`src/rtl/doom_pkg.sv`:
```
// Shared heading codes, controller states and per-heading step helpers.
// The ray caster decodes the same DIR_* values.
package doom_pkg;

   localparam int COORD_W_DEF = 4;

   typedef enum logic [1:0] {
      DIR_N = 2'd0,
      DIR_E = 2'd1,
      DIR_S = 2'd2,
      DIR_W = 2'd3
   } dir_t;

   typedef enum logic [1:0] {
      ST_IDLE   = 2'd0,
      ST_CHECK  = 2'd1,
      ST_RENDER = 2'd2
   } state_t;

   // Unit step along x for a heading: E is +1, W is -1.
   function automatic logic signed [1:0] delta_x(input logic [1:0] d);
      case (d)
         DIR_E:   return 2'sd1;
         DIR_W:   return -2'sd1;
         default: return 2'sd0;
      endcase
   endfunction

   // Unit step along y for a heading: N is -1 (screen-up), S is +1.
   function automatic logic signed [1:0] delta_y(input logic [1:0] d);
      case (d)
         DIR_N:   return -2'sd1;
         DIR_S:   return 2'sd1;
         default: return 2'sd0;
      endcase
   endfunction

   // True when a step from the current cell in heading d would leave the map.
   function automatic logic off_map(input logic [1:0] d, input logic at_x0,
                                    input logic at_xmax, input logic at_y0,
                                    input logic at_ymax);
      case (d)
         DIR_N:   return at_y0;
         DIR_E:   return at_xmax;
         DIR_S:   return at_ymax;
         default: return at_x0;
      endcase
   endfunction

endpackage

```
`src/rtl/player_controller_if.sv`:
```
// Buttons, map-read handshake, render handshake and player state outputs.
// master = controller side, slave = environment (map store, ray caster, buttons).
interface player_controller_if #(parameter int COORD_W = 4);

   logic               btn_fwd;
   logic               btn_ccw;
   logic               btn_cw;

   logic               map_rd_req;
   logic [COORD_W-1:0] map_rd_x;
   logic [COORD_W-1:0] map_rd_y;
   logic               map_rd_valid;
   logic               map_rd_wall;

   logic               render_req;
   logic               render_ack;

   logic [COORD_W-1:0] pos_x;
   logic [COORD_W-1:0] pos_y;
   logic [1:0]         dir;
   logic               busy;
   logic               bump;

   modport master (
      input  btn_fwd, btn_ccw, btn_cw,
      input  map_rd_valid, map_rd_wall, render_ack,
      output map_rd_req, map_rd_x, map_rd_y, render_req,
      output pos_x, pos_y, dir, busy, bump
   );

   modport slave (
      output btn_fwd, btn_ccw, btn_cw,
      output map_rd_valid, map_rd_wall, render_ack,
      input  map_rd_req, map_rd_x, map_rd_y, render_req,
      input  pos_x, pos_y, dir, busy, bump
   );

endinterface

```
`src/rtl/player_controller_btn_edge.sv`:
```
// Level to single-cycle rising-edge pulse; both the previous level and the
// pulse are registered so a held button fires exactly once.
module btn_edge (
   input  logic clk,
   input  logic rst,
   input  logic level,
   output logic pulse
);

   logic prev;

   always_ff @(posedge clk or posedge rst) begin
      if (rst) begin
         prev  <= 1'b0;
         pulse <= 1'b0;
      end else begin
         prev  <= level;
         pulse <= level & ~prev;
      end
   end

endmodule

```
`src/rtl/player_controller.sv`:
```
// Player state sequencer: button edges -> rotate or collision-checked move,
// then one render handshake per state change.
module player_controller
   import doom_pkg::*;
#(
   parameter int COORD_W   = COORD_W_DEF,
   parameter int START_X   = 1,
   parameter int START_Y   = 1,
   parameter int START_DIR = 0
) (
   input logic                 clk,
   input logic                 rst,
   player_controller_if.master bus
);

   localparam logic [COORD_W-1:0] MAX_C = '1;

   state_t             state;
   logic [COORD_W-1:0] pos_x, pos_y;
   logic [1:0]         dir_q;
   logic               map_req_q;
   logic [COORD_W-1:0] map_x_q, map_y_q;
   logic               render_req_q;
   logic               bump_q;

   // Index 0 = fwd, 1 = ccw, 2 = cw; lowest index wins on a tie.
   logic [2:0] lvl, pls;
   assign lvl = {bus.btn_cw, bus.btn_ccw, bus.btn_fwd};

   btn_edge u_btn [2:0] (
      .clk   (clk),
      .rst   (rst),
      .level (lvl),
      .pulse (pls)
   );

   logic signed [1:0]  dx, dy;
   logic [COORD_W-1:0] tgt_x, tgt_y;
   logic               blocked;

   assign dx      = delta_x(dir_q);
   assign dy      = delta_y(dir_q);
   assign tgt_x   = pos_x + COORD_W'(dx);
   assign tgt_y   = pos_y + COORD_W'(dy);
   assign blocked = off_map(dir_q, pos_x == '0, pos_x == MAX_C,
                            pos_y == '0, pos_y == MAX_C);

   always_ff @(posedge clk or posedge rst) begin
      if (rst) begin
         state        <= ST_RENDER;
         pos_x        <= COORD_W'(START_X);
         pos_y        <= COORD_W'(START_Y);
         dir_q        <= 2'(START_DIR);
         map_req_q    <= 1'b0;
         map_x_q      <= '0;
         map_y_q      <= '0;
         render_req_q <= 1'b0;
         bump_q       <= 1'b0;
      end else begin
         bump_q <= 1'b0;
         case (state)
            ST_IDLE: begin
               if (pls[0]) begin
                  // Off-map moves never reach the map store or the renderer.
                  if (blocked) begin
                     bump_q <= 1'b1;
                  end else begin
                     map_req_q <= 1'b1;
                     map_x_q   <= tgt_x;
                     map_y_q   <= tgt_y;
                     state     <= ST_CHECK;
                  end
               end else if (pls[1]) begin
                  dir_q        <= dir_q - 2'd1;
                  render_req_q <= 1'b1;
                  state        <= ST_RENDER;
               end else if (pls[2]) begin
                  dir_q        <= dir_q + 2'd1;
                  render_req_q <= 1'b1;
                  state        <= ST_RENDER;
               end
            end
            ST_CHECK: begin
               if (bus.map_rd_valid) begin
                  map_req_q <= 1'b0;
                  if (bus.map_rd_wall) begin
                     bump_q <= 1'b1;
                     state  <= ST_IDLE;
                  end else begin
                     pos_x        <= map_x_q;
                     pos_y        <= map_y_q;
                     render_req_q <= 1'b1;
                     state        <= ST_RENDER;
                  end
               end
            end
            ST_RENDER: begin
               // Entered from reset with req low, so raise it here as well.
               if (render_req_q && bus.render_ack) begin
                  render_req_q <= 1'b0;
                  state        <= ST_IDLE;
               end else begin
                  render_req_q <= 1'b1;
               end
            end
            default: state <= ST_IDLE;
         endcase
      end
   end

   assign bus.map_rd_req = map_req_q;
   assign bus.map_rd_x   = map_x_q;
   assign bus.map_rd_y   = map_y_q;
   assign bus.render_req = render_req_q;
   assign bus.pos_x      = pos_x;
   assign bus.pos_y      = pos_y;
   assign bus.dir        = dir_q;
   assign bus.busy       = (state != ST_IDLE);
   assign bus.bump       = bump_q;

endmodule

```
`src/flat_wrapper.sv`:
```
// flat-port wrapper written by rule: the top's interface ports become plain ports
module player_controller_flat import doom_pkg::*;
#(
   parameter int COORD_W   = COORD_W_DEF,
   parameter int START_X   = 1,
   parameter int START_Y   = 1,
   parameter int START_DIR = 0
)
  (clk, rst, bus_btn_fwd, bus_btn_ccw, bus_btn_cw, bus_map_rd_valid, bus_map_rd_wall, bus_render_ack, bus_map_rd_req, bus_map_rd_x, bus_map_rd_y, bus_render_req, bus_pos_x, bus_pos_y, bus_dir, bus_busy, bus_bump);
  player_controller_if #(.COORD_W(COORD_W)) bus_i ();
  input logic clk;
  input logic rst;
  input wire logic [$bits(bus_i.btn_fwd)-1:0] bus_btn_fwd;
  input wire logic [$bits(bus_i.btn_ccw)-1:0] bus_btn_ccw;
  input wire logic [$bits(bus_i.btn_cw)-1:0] bus_btn_cw;
  input wire logic [$bits(bus_i.map_rd_valid)-1:0] bus_map_rd_valid;
  input wire logic [$bits(bus_i.map_rd_wall)-1:0] bus_map_rd_wall;
  input wire logic [$bits(bus_i.render_ack)-1:0] bus_render_ack;
  output wire logic [$bits(bus_i.map_rd_req)-1:0] bus_map_rd_req;
  output wire logic [$bits(bus_i.map_rd_x)-1:0] bus_map_rd_x;
  output wire logic [$bits(bus_i.map_rd_y)-1:0] bus_map_rd_y;
  output wire logic [$bits(bus_i.render_req)-1:0] bus_render_req;
  output wire logic [$bits(bus_i.pos_x)-1:0] bus_pos_x;
  output wire logic [$bits(bus_i.pos_y)-1:0] bus_pos_y;
  output wire logic [$bits(bus_i.dir)-1:0] bus_dir;
  output wire logic [$bits(bus_i.busy)-1:0] bus_busy;
  output wire logic [$bits(bus_i.bump)-1:0] bus_bump;
  assign bus_i.btn_fwd = bus_btn_fwd;
  assign bus_i.btn_ccw = bus_btn_ccw;
  assign bus_i.btn_cw = bus_btn_cw;
  assign bus_i.map_rd_valid = bus_map_rd_valid;
  assign bus_i.map_rd_wall = bus_map_rd_wall;
  assign bus_i.render_ack = bus_render_ack;
  assign bus_map_rd_req = bus_i.map_rd_req;
  assign bus_map_rd_x = bus_i.map_rd_x;
  assign bus_map_rd_y = bus_i.map_rd_y;
  assign bus_render_req = bus_i.render_req;
  assign bus_pos_x = bus_i.pos_x;
  assign bus_pos_y = bus_i.pos_y;
  assign bus_dir = bus_i.dir;
  assign bus_busy = bus_i.busy;
  assign bus_bump = bus_i.bump;
  player_controller #(.COORD_W(COORD_W), .START_X(START_X), .START_Y(START_Y), .START_DIR(START_DIR)) u_core (.clk(clk), .rst(rst), .bus(bus_i));
endmodule
```
`config.mk`:
```
export PLATFORM = sky130hd
export DESIGN_NAME = player_controller_flat
export DESIGN_NICKNAME = d
export VERILOG_FILES = /design/src/rtl/doom_pkg.sv /design/src/rtl/player_controller_if.sv /design/src/rtl/player_controller_btn_edge.sv /design/src/rtl/player_controller.sv /design/src/flat_wrapper.sv
export SDC_FILE = /design/constraint.sdc
export NUM_CORES = 1
export LEC_CHECK = 0
export ABC_AREA = 1
export CAP_MARGIN = 20
export CELL_PAD_IN_SITES_DETAIL_PLACEMENT = 1
export CELL_PAD_IN_SITES_GLOBAL_PLACEMENT = 1
export CORE_ASPECT_RATIO = 1.25
export CORE_MARGIN = 5
export CORE_UTILIZATION = 47
export DETAILED_ROUTE_END_ITERATION = 16
export DONT_BUFFER_PORTS = 1
export GPL_ROUTABILITY_DRIVEN = 0
export HOLD_SLACK_MARGIN = 0.05
export PLACE_DENSITY_LB_ADDON = 0.1
export SYNTH_ARGS = -nofsm -noshare
export SYNTH_HDL_FRONTEND = slang
export SYNTH_SLANG_ARGS = --single-unit
```
`constraint.sdc`:
```
create_clock -name clk -period 2.4 [get_ports clk]
set_clock_uncertainty 0.15 [all_clocks]
set_input_delay 0.6 -clock clk [delete_from_list [all_inputs] [get_ports clk]]
set_output_delay 0.6 -clock clk [all_outputs]
set_load 0.02 [all_outputs]
```
* Word-level counts from Yosys, hierarchy flattened
Index checks and enable logic that the tools add are counted.
Word-level totals: register bits after elaboration 29, input bits 8, output and inout port bits 22, logic and storage cells 88
Operators by class: add/sub/neg operators 4, equal/unequal tests 16, muxes and demuxes 29, bitwise logic cells 9, reductions and logical operators 15
Operators by type and width (count):
- 2-to-1 mux 2 bit | 9
- 2-to-1 mux 1 bit | 13
- != test 2 bit, second input constant | 5
- AND reduction 3 bit | 3
- adder 4 bit | 2
- equality test 4 bit, second input constant | 2
- logical NOT 4 bit | 2
- one-hot mux 2 bit (2 select lines) | 2
- AND reduction 4 bit | 2
- equality test 2 bit, second input constant | 3
- != test 3 bit, second input constant | 2
- NOT 1 bit | 6
- one-hot mux 1 bit (3 select lines) | 2
- one-hot mux 2 bit (3 select lines) | 1
- nonzero test 2 bit | 3
- AND reduction 5 bit | 1
- equality test 2 x 1 -> 1 bit, second input constant | 2
- logical NOT 2 bit | 2
- != test 4 bit, second input constant | 1
- one-hot mux 1 bit (2 select lines) | 2
- bitwise AND 1 bit | 3
- nonzero test 3 bit | 1
- adder 2 x 1 -> 2 bit, second input constant | 1
- != test 2 x 1 -> 1 bit, second input constant | 1
- other kinds (2) | 2

* Logic depth before layout (Yosys ltp)
Gate-level depths: netlist (run 1).
depth in word-level cells 5, gate-level depth with buffers 12, depth with buffers taken out 12

* Modules after synthesis
From an unflattened synthesis (run 1), not the netlist that was laid out.
Second synthesis, totals: cells, all modules 177, area total of the unflattened synthesis 1656.6 µm²
By module, submodules not included:
- player_controller | instances 1, cells each 162, area an instance 1465.2 µm², seq. area each 579.3 µm²
- btn_edge | instances 3, cells each 5, area an instance 63.8 µm², seq. area each 50.0 µm²

* Worst setup path after synthesis (run 1)
No wires, ideal clock.
path type reg2reg, start register u_core.dir_q[1] (netlist: u_core.bus.dir[1]), end register u_core.map_x_q[1] (netlist: u_core.bus.map_rd_x[1]), library setup time 0.065 ns, arrival time 1.910 ns, required time 2.185 ns, slack 0.275 ns, stages on the path, launching flop included 9, buffers on the path 0, clock period less this slack 2.125 ns, cells stage by stage dfrtp_1 > inv_1 > ha_1 > or2_2 > ha_1 > inv_1 > fa_1 > nand3b_1 > nand2_1
On the way: cells in the longest elaborated chain, start to end 4, elaborated cells between the ends (all ways) 9, classes of those cells 1 x add/sub; 3 x eq/ne; 2 x mux; 1 x bitwise; 2 x reduce/logical
RTL lines:
- start, declared | line player_controller.sv:20 | logic [1:0] dir_q;
- start signal, assigned | line player_controller.sv:53 | dir_q <= 2'(START_DIR);
- start signal, assigned | line player_controller.sv:74 | dir_q <= dir_q - 2'd1;
- start signal, assigned | line player_controller.sv:78 | dir_q <= dir_q + 2'd1;
- parallel branches: the longest is 4 deep, another holds adder 4 bit
- end signal, assigned | line player_controller.sv:69 | map_x_q <= tgt_x;
- end, declared | line player_controller.sv:22 | logic [COORD_W-1:0] map_x_q, map_y_q;
Parallel ways; which one is timed is not known. A chain may end at the register's enable or synchronous reset.

* Worst setup path after layout (run 1)
start register u_core.dir_q[0] (netlist: u_core.bus.dir[0]), end register u_core.map_y_q[2] (netlist: u_core.bus.map_rd_y[2])
On the way: cells in the longest elaborated chain, start to end 4, elaborated cells between the ends (all ways) 8, classes of those cells 1 x add/sub; 2 x eq/ne; 2 x mux; 1 x bitwise; 2 x reduce/logical
RTL lines:
- parallel branches: the longest is 4 deep, another holds adder 4 bit
- end signal, assigned | line player_controller.sv:70 | map_y_q <= tgt_y;
- end, declared | line player_controller.sv:22
Parallel ways; which one is timed is not known.

==> run_results.csv, run 1 <==
group,metric,value,unit
outcome,status,"finished clean",
route,wl_per_cell,16.9,um
grt,grt_use_total,18.6,%
cts,post_cts_buffers,0,
yosys,synthCells,168,
cells_and_area,final_nets,199,
yosys,ys_ff_latch,29,
sta,rsz0062_at_grt,"no",
grt,grt_pass1_vias,1301,
worst_setup_path,reg2regPathDepth,10,
place,io_buffers,0,
floorplan,num_rows,23,
place,hpwl,2.85,mm
floorplan,die_y,74.3,um
cells_and_area,area_delta_synth_final,10.1,%
cells_and_area,final_cell_mix,"33 x nand2_1, 26 x dfrtp_1, 24 x inv_1",
worst_setup_path,r2r-start,"u_core.bus.dir[0]",
cts,cts.repair.resized,0,
yosys,synth_area,1550,um2
worst_setup_path,critical_path_cell_count,10,
worst_setup_path,reg2reg_slack,0.20,ns
cts,clock-root-buffer,"clkbuf_8",
sta,fin_setup_tns,0,ns
worst_setup_path,arrival,2.27,ns
route,drc,0,
floorplan,dieWidth,61.4,um
sta,drv_slew,0,
cts,clkSinkCount,29,
cells_and_area,antenna_cells,0,
cts,numCtsBuffers,5,
grt,grt_pass1_wl,5.98,mm
yosys,yosysWarnings,0,
place,place_ws,0.160,ns
worst_setup_path,rr_endpoint,"u_core.bus.map_rd_y[2]",
min_path,min_path_type,"in2async",
cts,htree_levels,2,
sta,tightest_slew,0.442,ns
route,dr.first_iter.drc_count,32,
worst_setup_path,critPathMaxStageDelay,0.43,ns
grt,grt_max_degree,19,
route,met1_length,1.27,mm
route,wl,3.64,mm
pwr,powerDensity,1480,nW/um2
sta,period_share,91.8,%
pwr,p_total,2.53,mW
yosys,yosysUniqueCellTypes,23,
cts,clock_latency,0.28,ns
pwr,leakage,0.918,nW
grt,antenna_found_initial,0,
worst_setup_path,critical_path.top_delay_family,"adder cells",
route,ant_nets,0,
yosys,syn_nets,190,
floorplan,coreArea,3190,um2
route,wl_met3,197,um
worst_setup_path,cp-end-kind,"flop",
cts,tritoncts,"done",
route,wl_met2,2.01,mm
cts,postCtsHoldBufs,0,
floorplan,pin_count,30,
worst_setup_path,crit_buf_inv,3,
cts,clockBufferDepth,2,
worst_setup_path,cp-start-kind,"flop",
sta,layout_setup_ws,0.197,ns
sta,fmax,454,MHz
yosys,synth.avg_cell_area,9.25,um2
route,firstDrtPassIters,2,
cells_and_area,drive_gt1_share,15.2,%
worst_setup_path,worstSetupPathType,"reg2reg",
sta,holdWs,0.0567,ns
floorplan,fp.dieArea,4560,um2
floorplan,start_util,48.6,%
worst_setup_path,worst-path-max-fanout,5,
cells_and_area,postLayoutCoreUtil,53.6,%
pwr,vdd_ir_drop_max,0.000656,V
route,top_layer,"met4",
sta,maxSlewHeadroom,70.5,%
worst_setup_path,cp_cell_sequence,"inv_1 > ha_2 > inv_1 > nand2_1 > ha_1 > inv_1 > fa_1 > xnor2_1 > nand3_1 > nand2_1",
cts,clkTransAtPathRegs,0.06,ns
run,maxCapViolCount,0,
worst_setup_path,cp_common_cell,"inv_1",
worst_setup_path,critPathSlowestCell,"dfrtp_1",
yosys,ys_seq_area_share,46.9,%
route,num_vias,1143,
route,vias_per_cell,5.32,
cells_and_area,final_common_cell,"nand2_1",
sta,fin_crit,2.20,ns
worst_setup_path,required,2.47,ns
sta,final-setup-viol-count,0,
grt,grt-ovfl-total,0,
sta,finalHoldViolCount,0,
==> cell usage after synthesis <==
cell | instances | share of area [%]
mux2_2 | 1 | 0.72
mux2_4 | 4 | 3.9
nor3_2 | 1 | 0.64
fa_1 | 2 | 2.6
inv_1 | 24 | 5.8
nor2_1 | 20 | 4.8
nand3b_1 | 2 | 0.97
ha_1 | 12 | 9.7
xnor2_1 | 7 | 3.9
nand3_1 | 13 | 4.2
nor3_1 | 2 | 0.64
xor2_1 | 1 | 0.56
buf_6 | 2 | 1.4
inv_2 | 1 | 0.24
dfrtp_1 | 26 | 42
nand2_1 | 33 | 8.0
o21ai_0 | 2 | 0.64
a31oi_1 | 1 | 0.40
nor4_1 | 1 | 0.40
or2_2 | 1 | 0.40
dfstp_2 | 3 | 5.1
a21oi_1 | 6 | 1.9
nand2_2 | 3 | 1.2
==> per-stage QoR <==
stage | cell area [um2] | cells
3_5_place_dp | 1610 | 207
6_report | 1710 | 215
5_1_grt | 1710 | 215
3_3_place_gp | 1610 | 207
2_1_floorplan | 1550 | 168
4_1_cts | 1710 | 215
==> flip-flops by register name, indices dropped and copies added (netlist names) <==
name                   count
u_core.u_btn.prev          3
u_core.u_btn.pulse         3
u_core.bus.map_rd_x        4
u_core.bus.bump            1
u_core.bus.pos_y           4
u_core.bus.pos_x           4
u_core.bus.map_rd_req      1
u_core.bus.map_rd_y        4
u_core.bus.dir             2
u_core.bus.render_req      1
u_core.state               2
==> kinds of logic after synthesis <==
logic type	Yosys count	share of synthesized area, %
and+or+nand+nor	76	21.3
AOI/OAI and AO/OA	9	2.98
adders and majority gates	14	12.2
buffers and inverters	27	7.49
DFF	29	46.9
xor gates and xnor gates	8	4.51
muxes	5	4.59
==> power breakdown <==
group | internal (mW) | switching [mW]
logic | 0.436 | 0.575
clock network | 0.259 | 0.180
registers | 0.682 | 0.397
total | 1.38 | 1.15
==> worst max-delay path by stage <==
| stage | start | to | slack (ns) |
|---|---|---|---|
| after floorplan | u_core.bus.dir[1] | u_core.bus.map_rd_x[1] | 0.27 |
| after global placement | u_core.bus.dir[1] | u_core.bus.map_rd_x[1] | 0.32 |
| after detailed placement | u_core.bus.dir[0] | u_core.bus.map_rd_y[2] | 0.16 |
| after CTS | u_core.bus.dir[0] | u_core.bus.map_rd_y[2] | 0.11 |
| after global routing | u_core.bus.dir[0] | u_core.bus.map_rd_y[2] | 0.05 |
| final | u_core.bus.dir[0] | u_core.bus.map_rd_y[2] | 0.20 |
==> layout make-up <==
type	count	area (um2)
repair buffers	4	30.0
inverters	25	93.8
well taps	37	46.3
multi-input cells	112	711
clock buffers	7	96.3
fillers	374	1480
clock inverters	1	5.00
flip-flops and latches	29	729
==> routing by layer <==
metal  vias to the layer above  track usage [%]
met4                         0             11.8
met2                        31             33.1
met1                       558             18.4
li1                        540                -
met5                         -                0
met3                        14             5.21
(Power assumes the default switching activity.)
==> run 2: changes to the inputs <==
Settings changed: CTS_CLUSTER_SIZE from default to 24.
==> results of run 2 <==
Final layout, timing and power as in run 1 (identical DEF).
